--- config.mk ---
export PLATFORM = sky130hd
export DESIGN_NAME = unified_mem_arbiter
export DESIGN_NICKNAME = d
export VERILOG_FILES = /design/src/rtl/unified_mem_arbiter.sv
export SDC_FILE = /design/constraint.sdc
export NUM_CORES = 1
export LEC_CHECK = 0
export ABC_AREA = 1
export BUFFER_PORTS_ARGS = -buffer_cell sky130_fd_sc_hd__buf_2
export CORE_ASPECT_RATIO = 1.2
export CORE_MARGIN = 10
export CORE_UTILIZATION = 51
export CTS_CLUSTER_SIZE = 20
export DETAILED_ROUTE_END_ITERATION = 10
export HOLD_SLACK_MARGIN = 0.1
export MAX_ROUTING_LAYER = met4
export PLACE_DENSITY = 0.81
export REMOVE_ABC_BUFFERS = 1
export SYNTH_ARGS = -nofsm -noshare
export SYNTH_HDL_FRONTEND = slang
export SYNTH_SLANG_ARGS = --single-unit
export TNS_END_PERCENT = 50
--- constraint.sdc ---
create_clock -name clk -period 4.58 [get_ports clk]
set_clock_uncertainty 0.05 [all_clocks]
set_input_delay 0.229 -clock clk [delete_from_list [all_inputs] [get_ports clk]]
set_output_delay 0.229 -clock clk [all_outputs]
set_load 0.02 [all_outputs]
--- src/rtl/unified_mem_arbiter.sv ---
// Shares one single-port memory between instruction fetch (IF) and data access (DM), one transaction in flight.
// Define ARB_RR_EN for round-robin arbitration; otherwise DM has priority with an IF starvation override.
`timescale 1ns/1ps
module unified_mem_arbiter #(
    parameter int AW         = 16,
    parameter int DW         = 16,
    parameter int MEM_LAT    = 1,
    parameter int STARVE_MAX = 3
) (
    input  logic          clk,
    input  logic          rst,
    input  logic          if_req,
    input  logic [AW-1:0] if_addr,
    output logic          if_gnt,
    output logic [DW-1:0] if_rdata,
    output logic          if_valid,
    input  logic          dm_req,
    input  logic          dm_we,
    input  logic [AW-1:0] dm_addr,
    input  logic [DW-1:0] dm_wdata,
    output logic          dm_gnt,
    output logic [DW-1:0] dm_rdata,
    output logic          dm_valid,
    output logic          mem_en,
    output logic          mem_we,
    output logic [AW-1:0] mem_addr,
    output logic [DW-1:0] mem_wdata,
    input  logic [DW-1:0] mem_rdata,
    output logic          stall_if,
    output logic          stall_mem
);

    typedef enum logic [1:0] {IDLE, ISSUE, WAIT, RESP} state_t;
    typedef enum logic [1:0] {OWN_NONE, OWN_IF, OWN_DM} owner_t;

    state_t        r_state;
    state_t        w_state_nxt;
    owner_t        r_owner;
    logic [2:0]    r_lat_cnt;
    logic [AW-1:0] r_mem_addr;
    logic          r_mem_we;
    logic [DW-1:0] r_mem_wdata;
    logic [DW-1:0] r_if_rdata;
    logic [DW-1:0] r_dm_rdata;

    logic w_arb_slot;
    logic w_contested;
    logic w_if_wins;
    logic w_dm_wins;
    logic w_capture;

`ifdef ARB_RR_EN
    logic r_if_pri;
`else
    logic [3:0] r_starve_cnt;
`endif

    // RESP doubles as an arbitration slot so back-to-back accesses need no IDLE bubble
    assign w_arb_slot  = (r_state == IDLE) || (r_state == RESP);
    assign w_contested = if_req & dm_req;
    assign w_capture   = (r_state == WAIT) && (r_lat_cnt == 3'd0);

    always_comb begin
        w_if_wins = 1'b0;
        w_dm_wins = 1'b0;
        if (w_arb_slot) begin
            if (w_contested) begin
`ifdef ARB_RR_EN
                w_if_wins = r_if_pri;
`else
                w_if_wins = (r_starve_cnt == 4'(STARVE_MAX));
`endif
                w_dm_wins = ~w_if_wins;
            end else begin
                w_if_wins = if_req;
                w_dm_wins = dm_req;
            end
        end
    end

    always_comb begin
        w_state_nxt = r_state;
        mem_en      = 1'b0;
        if_gnt      = 1'b0;
        dm_gnt      = 1'b0;
        if_valid    = 1'b0;
        dm_valid    = 1'b0;
        case (r_state)
            IDLE: begin
                if (w_if_wins || w_dm_wins) w_state_nxt = ISSUE;
            end
            ISSUE: begin
                mem_en      = 1'b1;
                if_gnt      = (r_owner == OWN_IF);
                dm_gnt      = (r_owner == OWN_DM);
                w_state_nxt = WAIT;
            end
            // WAIT spans MEM_LAT cycles; the last one is where mem_rdata is valid
            WAIT: begin
                if (r_lat_cnt == 3'd0) w_state_nxt = RESP;
            end
            RESP: begin
                if_valid    = (r_owner == OWN_IF);
                dm_valid    = (r_owner == OWN_DM);
                w_state_nxt = (w_if_wins || w_dm_wins) ? ISSUE : IDLE;
            end
            default: w_state_nxt = IDLE;
        endcase
    end

    assign mem_we    = r_mem_we & mem_en;
    assign mem_addr  = r_mem_addr;
    assign mem_wdata = r_mem_wdata;
    assign if_rdata  = r_if_rdata;
    assign dm_rdata  = r_dm_rdata;
    assign stall_if  = if_req & ~if_valid;
    assign stall_mem = dm_req & ~dm_valid;

    always_ff @(posedge clk) begin
        if (rst) begin
            r_state   <= IDLE;
            r_owner   <= OWN_NONE;
            r_lat_cnt <= 3'd0;
        end else begin
            r_state <= w_state_nxt;
            if (w_if_wins)             r_owner <= OWN_IF;
            else if (w_dm_wins)        r_owner <= OWN_DM;
            else if (r_state == RESP)  r_owner <= OWN_NONE;
            if (r_state == ISSUE)
                r_lat_cnt <= 3'(MEM_LAT - 1);
            else if (r_state == WAIT && r_lat_cnt != 3'd0)
                r_lat_cnt <= r_lat_cnt - 3'd1;
        end
    end

`ifdef ARB_RR_EN
    // The loser of a contested arbitration takes priority next time
    always_ff @(posedge clk) begin
        if (rst)              r_if_pri <= 1'b0;
        else if (w_contested && (w_if_wins || w_dm_wins))
                              r_if_pri <= w_dm_wins;
    end
`else
    always_ff @(posedge clk) begin
        if (rst)
            r_starve_cnt <= 4'd0;
        else if (w_if_wins)
            r_starve_cnt <= 4'd0;
        else if (w_dm_wins && w_contested && r_starve_cnt != 4'(STARVE_MAX))
            r_starve_cnt <= r_starve_cnt + 4'd1;
    end
`endif

    always_ff @(posedge clk) begin
        if (rst) begin
            r_mem_addr  <= '0;
            r_mem_we    <= 1'b0;
            r_mem_wdata <= '0;
            r_if_rdata  <= '0;
            r_dm_rdata  <= '0;
        end else begin
            if (w_if_wins) begin
                r_mem_addr  <= if_addr;
                r_mem_we    <= 1'b0;
                r_mem_wdata <= '0;
            end else if (w_dm_wins) begin
                r_mem_addr  <= dm_addr;
                r_mem_we    <= dm_we;
                r_mem_wdata <= dm_wdata;
            end
            if (w_capture) begin
                if (r_owner == OWN_IF)
                    r_if_rdata <= mem_rdata;
                else if (r_owner == OWN_DM)
                    r_dm_rdata <= r_mem_we ? '0 : mem_rdata;
            end
        end
    end

endmodule

=== Word-level counts from Yosys, hierarchy flattened ===
Index checks and enable logic that the tools add are counted.

* Flip-flop bits (word level): 76
* Output and inout bits: 72
* Logic and storage cells: 65

* $add $sub $neg: 2
* Equal/unequal tests: 9
* Mux-type cells: 19
* Bitwise logic cells: 8
* Reduce and logical (&&, ||, !) cells: 17

{| class="wikitable"
|+ Operator list
! cell !! number
|-
| $mux 16 || 3
|-
| $mux 1 || 11
|-
| $mux 2 || 4
|-
| $pmux 2 s4 || 1
|-
| $eq 2x2->1 const B || 3
|-
| $reduce_bool 3->1 || 2
|-
| $add 4x1->4 const B || 1
|-
| $and 1x1->1 || 4
|-
| $eq 2x1->1 const B || 2
|-
| $eq 4x2->1 const B || 1
|-
| $logic_and 1x1->1 || 4
|-
| $ne 4x2->1 const B || 1
|-
| $not 1->1 || 4
|-
| $reduce_and 2->1 || 2
|-
| $reduce_bool 2->1 || 2
|-
| $reduce_or 2->1 || 2
|-
| $logic_not 3->1 || 1
|-
| $reduce_and 3->1 || 1
|-
| $sub 3x1->3 const B || 1
|-
| $logic_not 2->1 || 1
|-
| $logic_or 1x1->1 || 2
|-
| $ne 2x1->1 const B || 1
|-
| $ne 2x2->1 const B || 1
|}

=== Logic depth before layout (Yosys ltp) ===
Gate-level depths: netlist (run 1).

* Word-level depth: 7
* Depth in mapped cells: 11
* Mapped depth without buffers: 10

=== Least setup slack after synthesis (run 1) ===
OpenSTA, ideal clock, no wires.

* Path type: reg2reg
* Start point: register r_state[0]
* End point: register r_mem_addr[10] (netlist: mem_addr[10])
* Library setup time: 58 ps
* Arrival time: 1484 ps
* Path slack: 2988 ps
* Cell stages (with the launch flop): 12
* Path buffers: 2
* Clock period less this slack: 1592 ps
* Cells stage by stage: dfxtp_1 inv_1 ha_1 inv_2 nand2_1 inv_1 nand2_1 buf_6 nor2_8 buf_6 nand2_1 nand2_1

* Cells in the longest elaborated chain, start to end: 4

{| class="wikitable"
|+ RTL lines
! element !! line !! RTL
|-
| from (decl) || 36 || <nowiki>state_t r_state;</nowiki>
|-
| from (signal assigned) || 125 || <nowiki>r_state <= w_state_nxt;</nowiki>
|-
| $eq 2x2->1 / $logic_not 2->1 (equally long branches) || 59 || <nowiki>assign w_arb_slot = (r_state == IDLE) || (r_state == RESP);</nowiki>
|-
| $logic_or 1x1->1 * || 59 ||
|-
| $mux 1 || 66 || <nowiki>if (w_arb_slot) begin</nowiki>
|-
| $mux 16 / $reduce_bool 2->1 (equally long branches) || - ||
|-
| to (signal assigned) || 163 || <nowiki>r_mem_addr <= if_addr;</nowiki>
|-
| to (signal assigned) || 167 || <nowiki>r_mem_addr <= dm_addr;</nowiki>
|-
| to (decl) || 40 || <nowiki>logic [AW-1:0] r_mem_addr;</nowiki>
|}

Every way passes the cells marked *; elsewhere a longest branch is shown, timed or not.
A chain may end at the register's enable or synchronous reset.

=== Worst setup path after layout (run 1) ===
* Start point: register r_state[0]
* End point: register r_mem_addr[15] (netlist: mem_addr[15])

Same word-level chain as after synthesis.

==> run_results.csv, run 1 <==
group,metric,value,unit
global_routing,grt_pass1_wl,16600,um
floorplan,die_w,92.9,um
critical_path,r2r_setup_slack,2.15,ns
worst_hold_path,min_from,"dm_wdata[3]",
synth,avgSynthCellArea,7.42,um2
clocking,worst_skew_pair.late_latency,0.35,ns
timing,relSlewSlack,47.1,%
layout,multi_input_area,1450,um2
critical_path,required,4.79,ns
clocking,htreeDepth,3,
synth,yosys_warnings,0,
pwr,finalPower,2.02,mW
pwr,power.density,444,nW/um2
pwr,peakVddDrop,0.249,mV
floorplan,io_pins,141,
global_routing,grt_max_degree,36,
critical_path,cp-start-kind,"flop",
critical_path,path_class,"flop to flop",
timing,period_minus_slack,2.43,ns
job,drv_cap,0,
timing,fmax,411,MHz
synth,synth_seq_cells,76,
status,outcome,"complete, no violations",
timing,finalSetupTns,0,ns
clocking,clock_path_buffers,2,
synth,ys_seq_area_share,46.8,%
clocking,cts_buffers,9,
timing,period_share,53.1,%
critical_path,crit_path_end_kind,"flop",
synth,synthesis.area,3250,um2
worst_hold_path,min_to,"mem_wdata[3]",
layout,ff_latch_area,1520,um2
timing,worstMarginPinSlew,0.791,ns
placement,gp_congestion,0.811,
floorplan,die-area,9980,um2
critical_path,arrival,2.64,ns
routing,first_pass_iters,4,
layout,antenna_cells,0,
layout,drive_above_1_share,27.9,%
floorplan,start_util,53.0,%
floorplan,row_count,31,
critical_path,timing.rr.end,"mem_addr[15]",
timing,rsz0062_at_grt,"false",
routing,drt_drc_violations_left,0,
floorplan,design.core.area,6130,um2
routing,wl_per_cell,15.3,um
timing,finalSetupViolations,0,
clocking,cts-root-buf,"clkbuf_8",
timing,hold_viol,0,
clocking,clkSinkCount,76,
pwr,p_leak,2.33,nW
synth,synthCells,438,
placement,dpl.hpwl,7000,um
worst_hold_path,hp-class,"primary input to flop",
floorplan,die_h,107,um
clocking,cts_resized,0,
layout,fin_nets,690,
critical_path,reg2reg_depth,9,
placement,port_buffers,140,
critical_path,cp_max_fo,20,
synth,synth_cell_types,27,
routing,via_per_inst,5.06,
clocking,clk_pin_slew,0.08,ns
routing,wl,10700,um
worst_hold_path,whs_path_depth,3,
clocking,cts_tree,"done",
global_routing,antenna_found_initial,0,
routing,initialDrtViolationCount,194,
global_routing,grt_pass1_vias,3519,
layout,syn_to_final_growth,40.2,%
routing,vias,3546,
global_routing,gr-usage-all-layers,20.9,%
global_routing,gr-total-overflow,0,
timing,drv_slew,0,
routing,antenna_left,0,
layout,fillers,456,
critical_path,crit-reg2reg-launch,"r_state[0]",
[cell families (layout without fill, tap and decap cells)]
| group | after synthesis | after routing | synth area share, % |
|---|---|---|---|
| and+or+nand+nor | 222 | 222 | 30.0 |
| DFF | 76 | 76 | 46.8 |
| AOI/OAI and AO/OA | 75 | 75 | 11.8 |
| buffers and inverters | 57 | 238 | 8.43 |
| adders and majority gates | 7 | 7 | 2.70 |
| xor gates and xnor gates | 1 | 1 | 0.270 |
[cells in the mapped netlist, drive strengths merged]
cell type	instances	area share (%)
inv	38	4.4
xor2	1	0.27
nand4	1	0.19
buf	14	3.5
a211oi	1	0.23
clkbuf	5	0.58
o211ai	1	0.23
nor3b	1	0.23
dfxtp	76	47
nor2	23	3.9
nand3	41	6.9
nand2	154	18
o21ai	21	3.2
or2	2	0.46
a21oi	52	8.1
ha	7	2.7
[worst max-delay path, cell delays in order (launching register included)]
cell	delay (ns)
dfxtp_1	0.40
inv_1	0.09
ha_1	0.33
inv_2	0.07
nand2_1	0.08
inv_1	0.06
nand2_1	0.46
inv_2	0.45
nand2_1	0.14
o21ai_0	0.23
[flip-flops by register name, indices dropped and copies added, names as in the netlist]
signal / flops
r_starve_cnt: 4
mem_wdata: 16
mem_addr: 16
r_owner: 2
if_rdata: 16
r_state: 2
r_lat_cnt: 3
r_mem_we: 1
dm_rdata: 16
[per-stage QoR]
stage / cells / util, % / worst slack [ns] / area [um2] / hold slack, ns
finish: 701 / 74.3 / 2.15 / 4550 / 0.102
global route: 701 / 74.3 / 1.98 / 4550 / 0.108
CTS: 701 / 74.3 / 2.26 / 4550 / 0.101
detailed placement: 641 / 64.0 / 2.26 / 3920 / 0.372
global placement: 641 / 64.0 / 2.44 / 3920 / 0.366
floorplan: 419 / - / 2.68 / 3120 / 0.248
[worst max path at each step]
stage | start | endpoint | slack [ns]
after global placement | r_state[0] | mem_wdata[3] | 2.44
after floorplan | r_state[0] | mem_addr[15] | 2.68
after CTS | r_state[0] | mem_addr[15] | 2.26
final | r_state[0] | mem_addr[15] | 2.15
after global routing | r_state[0] | mem_addr[15] | 1.98
after detailed placement | r_state[0] | mem_addr[15] | 2.26
[power by group]
group	internal, mW	total, mW	switching (mW)
logic	0.225	0.691	0.467
clock network	0.252	0.498	0.246
registers	0.768	0.831	0.0629
total	1.24	2.02	0.776
[per-layer routing]
layer  share of wire (%)  vias up  global-route usage, %
met2                  50      158                   35.3
met1                  39     1625                   22.4
li1                    -     1748                      -
met4                 1.7        0                   7.17
met3                 8.9       15                   7.12
met5                   0        -                      -
[layout by cell type, fill, tap and decap left out, types with 2 or more instances in the layout]
cell,instances
nand3_1,39
ha_1,7
buf_2,140
nand2_4,2
nor2_1,20
a21oi_1,51
dfxtp_1,76
dlygate4sd3_1,44
clkinv_2,2
inv_2,8
nor2_8,2
clkinv_4,2
o21ai_0,21
inv_1,30
clkbuf_8,9
nand2_1,151
[what timing repair did]
item	4_1_cts	5_1_grt
endpoints found under the setup margin	0	0
hold endpoints to repair	45	0
setup buffers	0	0
hold buffers	44	0
[final cells by class]
type | count | area share, %
clock buffers | 10 | 2.80
clock inverters | 6 | 1.43
inverters | 38 | 3.13
multi-input cells | 305 | 31.9
flip-flops and latches | 76 | 33.4
well taps | 82 | 2.25
repair buffers | 184 | 25.1
(Power assumes the default switching activity.)
==> inputs of run 2 (changes only) <==
CORE_UTILIZATION = 43   (was 51)
PLACE_DENSITY = 0.72   (was 0.81)
clock period = 2.15 ns   (was 4.58 ns; I/O delays follow)
==> run 2 against run 1 <==
Effect of this change:
- die area up 15%
- clock-buffer cell count down 1
- global-route usage down 1.8 points
- non-clock buffer count up 25
- setup slack worse by 1.9 ns
- first-iteration DRC count down 14%
- core utilization down 7.6 points
- highest routed layer unchanged
==> run_results.csv, run 2 (synthesis gave the netlist of run 1 again) <==
group,metric,value,unit
clocking,clkSinkCount,76,
routing,antenna_left,0,
layout,drive_above_1_share,27.7,%
routing,initialDrtViolationCount,167,
floorplan,start_util,44.4,%
pwr,peakVddDrop,0.736,mV
floorplan,row_count,34,
timing,drv_slew,0,
floorplan,design.core.area,7320,um2
routing,via_per_inst,4.86,
timing,relSlewSlack,64.6,%
clocking,cts-root-buf,"clkbuf_8",
floorplan,die-area,11400,um2
routing,wl,11000,um
routing,drt_drc_violations_left,0,
pwr,power.density,968,nW/um2
layout,mostFrequentLayoutCells,"150 x nand2_1, 140 x buf_2, 76 x dfxtp_1, 65 x dlygate4sd3_1, 51 x a21oi_1",
critical_path,cp-start-kind,"flop",
critical_path,crit_path_end_kind,"flop",
critical_path,cp_slowest_cell,"dfxtp_1",
critical_path,path_buf_inv,4,
timing,hold_viol,0,
critical_path,cp_max_fo,13,
layout,stdcell_count,735,
global_routing,grt_pass1_wl,17700,um
layout,fillers,603,
floorplan,io_pins,141,
routing,vias,3573,
critical_path,required,2.35,ns
critical_path,path_class,"flop to flop",
clocking,clk_pin_slew,0.08,ns
layout,fin_nets,715,
timing,period_minus_slack,1.89,ns
worst_hold_path,hp-class,"primary input to flop",
floorplan,die_w,99.4,um
job,drv_cap,0,
global_routing,grt_pass1_vias,3685,
timing,finalSetupViolations,0,
critical_path,arrival,2.09,ns
placement,gp_congestion,0.790,
global_routing,antenna_found_initial,0,
global_routing,grt_max_degree,31,
layout,syn_to_final_growth,50.3,%
clocking,worst_skew_pair.late_latency,0.34,ns
clocking,cts_buffers,9,
timing,finalSetupTns,0,ns
critical_path,r2r_setup_slack,0.26,ns
clocking,cts_tree,"done",
placement,place_area,3960,um2
routing,wl_per_cell,14.9,um
timing,holdWs,0.143,ns
layout,final_common_cell,"nand2_1",
timing,worstMarginPinSlew,0.531,ns
pwr,p_leak,2.47,nW
floorplan,die_h,115,um
placement,dp_worst_setup_slack,0.162,ns
global_routing,gr-total-overflow,0,
clocking,htreeDepth,3,
clocking,clock_path_buffers,2,
placement,dpl.hpwl,7080,um
critical_path,critPathMaxStageDelay,0.41,ns
placement,placed_cells,653,
layout,post-route-util,66.7,%
pwr,finalPower,4.73,mW
critical_path,critical_path.cell_chain,"inv_1, ha_1, inv_2, nand2_1, inv_1, nand2_2, buf_4, nand2_1, a21oi_1",
global_routing,gr-usage-all-layers,19.1,%
layout,fin_area,4880,um2
timing,period_share,88.1,%
timing,rsz0062_at_grt,"false",
placement,port_buffers,140,
status,outcome,"complete, no violations",
timing,fmax,528,MHz
timing,setup_slack,0.257,ns
routing,first_pass_iters,4,
critical_path,cp_top_family,"buffers and inverters",
run 2: timing repair:
action	CTS	global route
hold endpoints to repair	65	0
hold buffers	65	0
resized for setup	0	3
setup endpoints to repair	0	16
buffers inserted	0	0
run 2: per-layer routing:
metal / up-vias / global-route usage, % / share of wire [%]
li1: 1804 / - / -
met2: 132 / 30.7 / 48
met4: 0 / 6.60 / 1.5
met1: 1620 / 21.8 / 44
met5: - / - / 0
met3: 17 / 6.24 / 7.3
run 2: worst register-to-register path: stages (launching register included):
cell and delay, ns:
dfxtp_1 0.41, inv_1 0.09, ha_1 0.32, inv_2 0.05, nand2_1 0.09, inv_1 0.06, nand2_2 0.21, buf_4 0.24
nand2_1 0.07, a21oi_1 0.21
run 2: report_power, final:
part           total [mW]  internal, mW  switching [mW]
clock network        1.42         0.886           0.533
logic                1.54         0.525            1.01
registers            1.77          1.63           0.131
run 2: layout make-up:
class | count | area, um2 | share of cell area (%)
Sequential cell | 76 | 1520 | 31.2
Multi-Input combinational cell | 305 | 1460 | 29.8
Timing Repair Buffer | 209 | 1380 | 28.3
Inverter | 38 | 145 | 2.97
Clock inverter | 6 | 138 | 2.82
Clock buffer | 9 | 124 | 2.54
Tap cell | 90 | 113 | 2.31
Antenna cell | 2 | 5.00 | 0.102
run 2: path summary, 6_finish.rpt:
kind / to / cells after the start / start
hold / removal: dm_rdata[11] / 2 / rst
hold reg to reg: r_starve_cnt[3] / 2 / r_starve_cnt[3]
setup / recovery: mem_wdata[3] / 9 / r_state[0]
setup reg to reg: mem_wdata[3] / 9 / r_state[0]
==> inputs of run 3 (changes only) <==
CORE_MARGIN = unset   (was 10)
CORE_UTILIZATION = 51   (was 43)
PLACE_DENSITY = 0.81   (was 0.72)
clock period = 2.34 ns   (was 2.15 ns; I/O delays follow)
==> run 3 against run 2 <==
Effect of this change:
- setup slack worse by 0.056 ns
- die area down 42%
- maximum frequency down 12%
- sequential share of layout area up 0.47 points
- sequential cell count unchanged
- clock power down 23%
- critical path type unchanged
- highest routed layer unchanged
==> run_results.csv, run 3 (synthesis gave the netlist of run 1 again) <==
group,metric,value,unit
status,outcome,"complete, no violations",
critical_path,cp_slowest_cell,"dfxtp_1",
critical_path,arrival,2.36,ns
routing,first_pass_iters,5,
clocking,clkSinkCount,76,
critical_path,critPathMostFrequentCell,"nand2_1",
floorplan,io_pins,141,
layout,fin_area,4810,um2
job,drv_cap,0,
floorplan,die-area,6700,um2
floorplan,design.core.area,6090,um2
clocking,cts-root-buf,"clkbuf_8",
clocking,clock_path_buffers,2,
layout,drive_above_1_share,27.4,%
clocking,cts_buffers,9,
layout,syn_to_final_growth,48.1,%
floorplan,start_util,53.4,%
global_routing,antenna_found_initial,0,
routing,antenna_left,0,
critical_path,cp-start-kind,"flop",
floorplan,row_count,31,
routing,wl,10100,um
layout,final_common_cell,"nand2_1",
pwr,peakVddDrop,0.517,mV
timing,relSlewSlack,64.1,%
layout,mostFrequentLayoutCells,"151 x nand2_1, 140 x buf_2, 76 x dfxtp_1, 65 x dlygate4sd3_1, 51 x a21oi_1",
global_routing,gr-usage-all-layers,31.4,%
critical_path,cp_max_fo,18,
global_routing,grt_max_degree,35,
placement,gp_congestion,0.763,
placement,place_area,3940,um2
placement,port_buffers,140,
pwr,power.density,852,nW/um2
timing,finalSetupViolations,0,
timing,drv_slew,0,
timing,rsz0062_at_grt,"false",
timing,hold_viol,0,
worst_hold_path,hp-class,"primary input to flop",
critical_path,path_class,"flop to flop",
critical_path,critPathMaxStageDelay,0.41,ns
floorplan,die_w,74.9,um
clocking,cts_tree,"done",
placement,dpl.hpwl,5690,um
global_routing,grt_pass1_wl,15500,um
routing,drt_drc_violations_left,0,
timing,period_minus_slack,2.14,ns
clocking,clk_pin_slew,0.08,ns
critical_path,critical_path.cell_chain,"inv_1, ha_1, inv_2, nand2_1, inv_1, nand2_1, inv_2, nand2_1, a21oi_1",
layout,antenna_cells,0,
routing,vias,3612,
timing,finalSetupTns,0,ns
pwr,p_leak,2.44,nW
timing,fmax,467,MHz
layout,stdcell_count,725,
pwr,finalPower,4.10,mW
clocking,htreeDepth,3,
routing,wl_per_cell,13.9,um
global_routing,grt_pass1_vias,3434,
placement,placed_cells,644,
timing,worstMarginPinSlew,0.537,ns
routing,via_per_inst,4.98,
clocking,worst_skew_pair.late_latency,0.34,ns
clocking,postCtsSetupRepairBufs,0,
layout,fin_nets,714,
timing,period_share,91.4,%
floorplan,die_h,89.4,um
critical_path,required,2.56,ns
critical_path,crit_path_end_kind,"flop",
global_routing,gr-total-overflow,0,
routing,initialDrtViolationCount,260,
## run 3: path summary, 6_finish.rpt
kind,from,slack (ns),endpoint,cells after the start
worst max register to register,r_state[0],0.20,mem_wdata[10],9
worst min register to register,dm_rdata[12],0.42,dm_rdata[12],2
worst max-delay path,r_state[0],0.20,mem_wdata[10],9
worst min-delay path,rst,0.12,dm_rdata[12],2
## run 3: critical path, delay by kind of cell (launching register included)
kind            cells  cell delay [ns]
buf+inv             4             0.61
fa+ha+maj           1             0.34
simple gates        3             0.50
flops               1             0.41
compound gates      1             0.17
## run 3: area by class of cell
| type | instances | area (um2) |
|---|---|---|
| flip-flops and latches | 76 | 1520 |
| multi-input cells | 305 | 1450 |
| repair buffers | 208 | 1370 |
| fillers | 405 | 1280 |
| inverters | 38 | 143 |
| clock buffers | 10 | 128 |
| well taps | 82 | 103 |
| clock inverters | 6 | 88.8 |
## run 3: per-layer routing
layer  track usage, %  wire [um]
met5                -          0
met4             16.6        259
met3             6.76        640
met2             51.5       5120
met1             35.4       4060
## run 3: report_power, final
part           total (mW)  switching, mW  leakage [nW]  internal (mW)
Clock                1.09          0.487         0.102          0.601
Combinational        1.39          0.907          1.71          0.480
Sequential           1.62          0.122         0.618           1.50
## run 3: timing repair
item | in CTS | in global routing
gates resized for setup | 0 | 0
hold buffers | 65 | 0
hold endpoints to repair | 65 | 0
setup endpoints to repair | 0 | 0
## run 3: metrics by stage
stage | setup slack, ns | hold slack (ns) | utilization (%)
floorplan | 0.443 | 0.136 | -
CTS | 0.253 | 0.117 | 79.0
global placement | 0.409 | 0.256 | 64.8
detailed placement | 0.270 | 0.259 | 64.8
global route | 0.00763 | 0.130 | 79.0
finish | 0.200 | 0.124 | 79.0
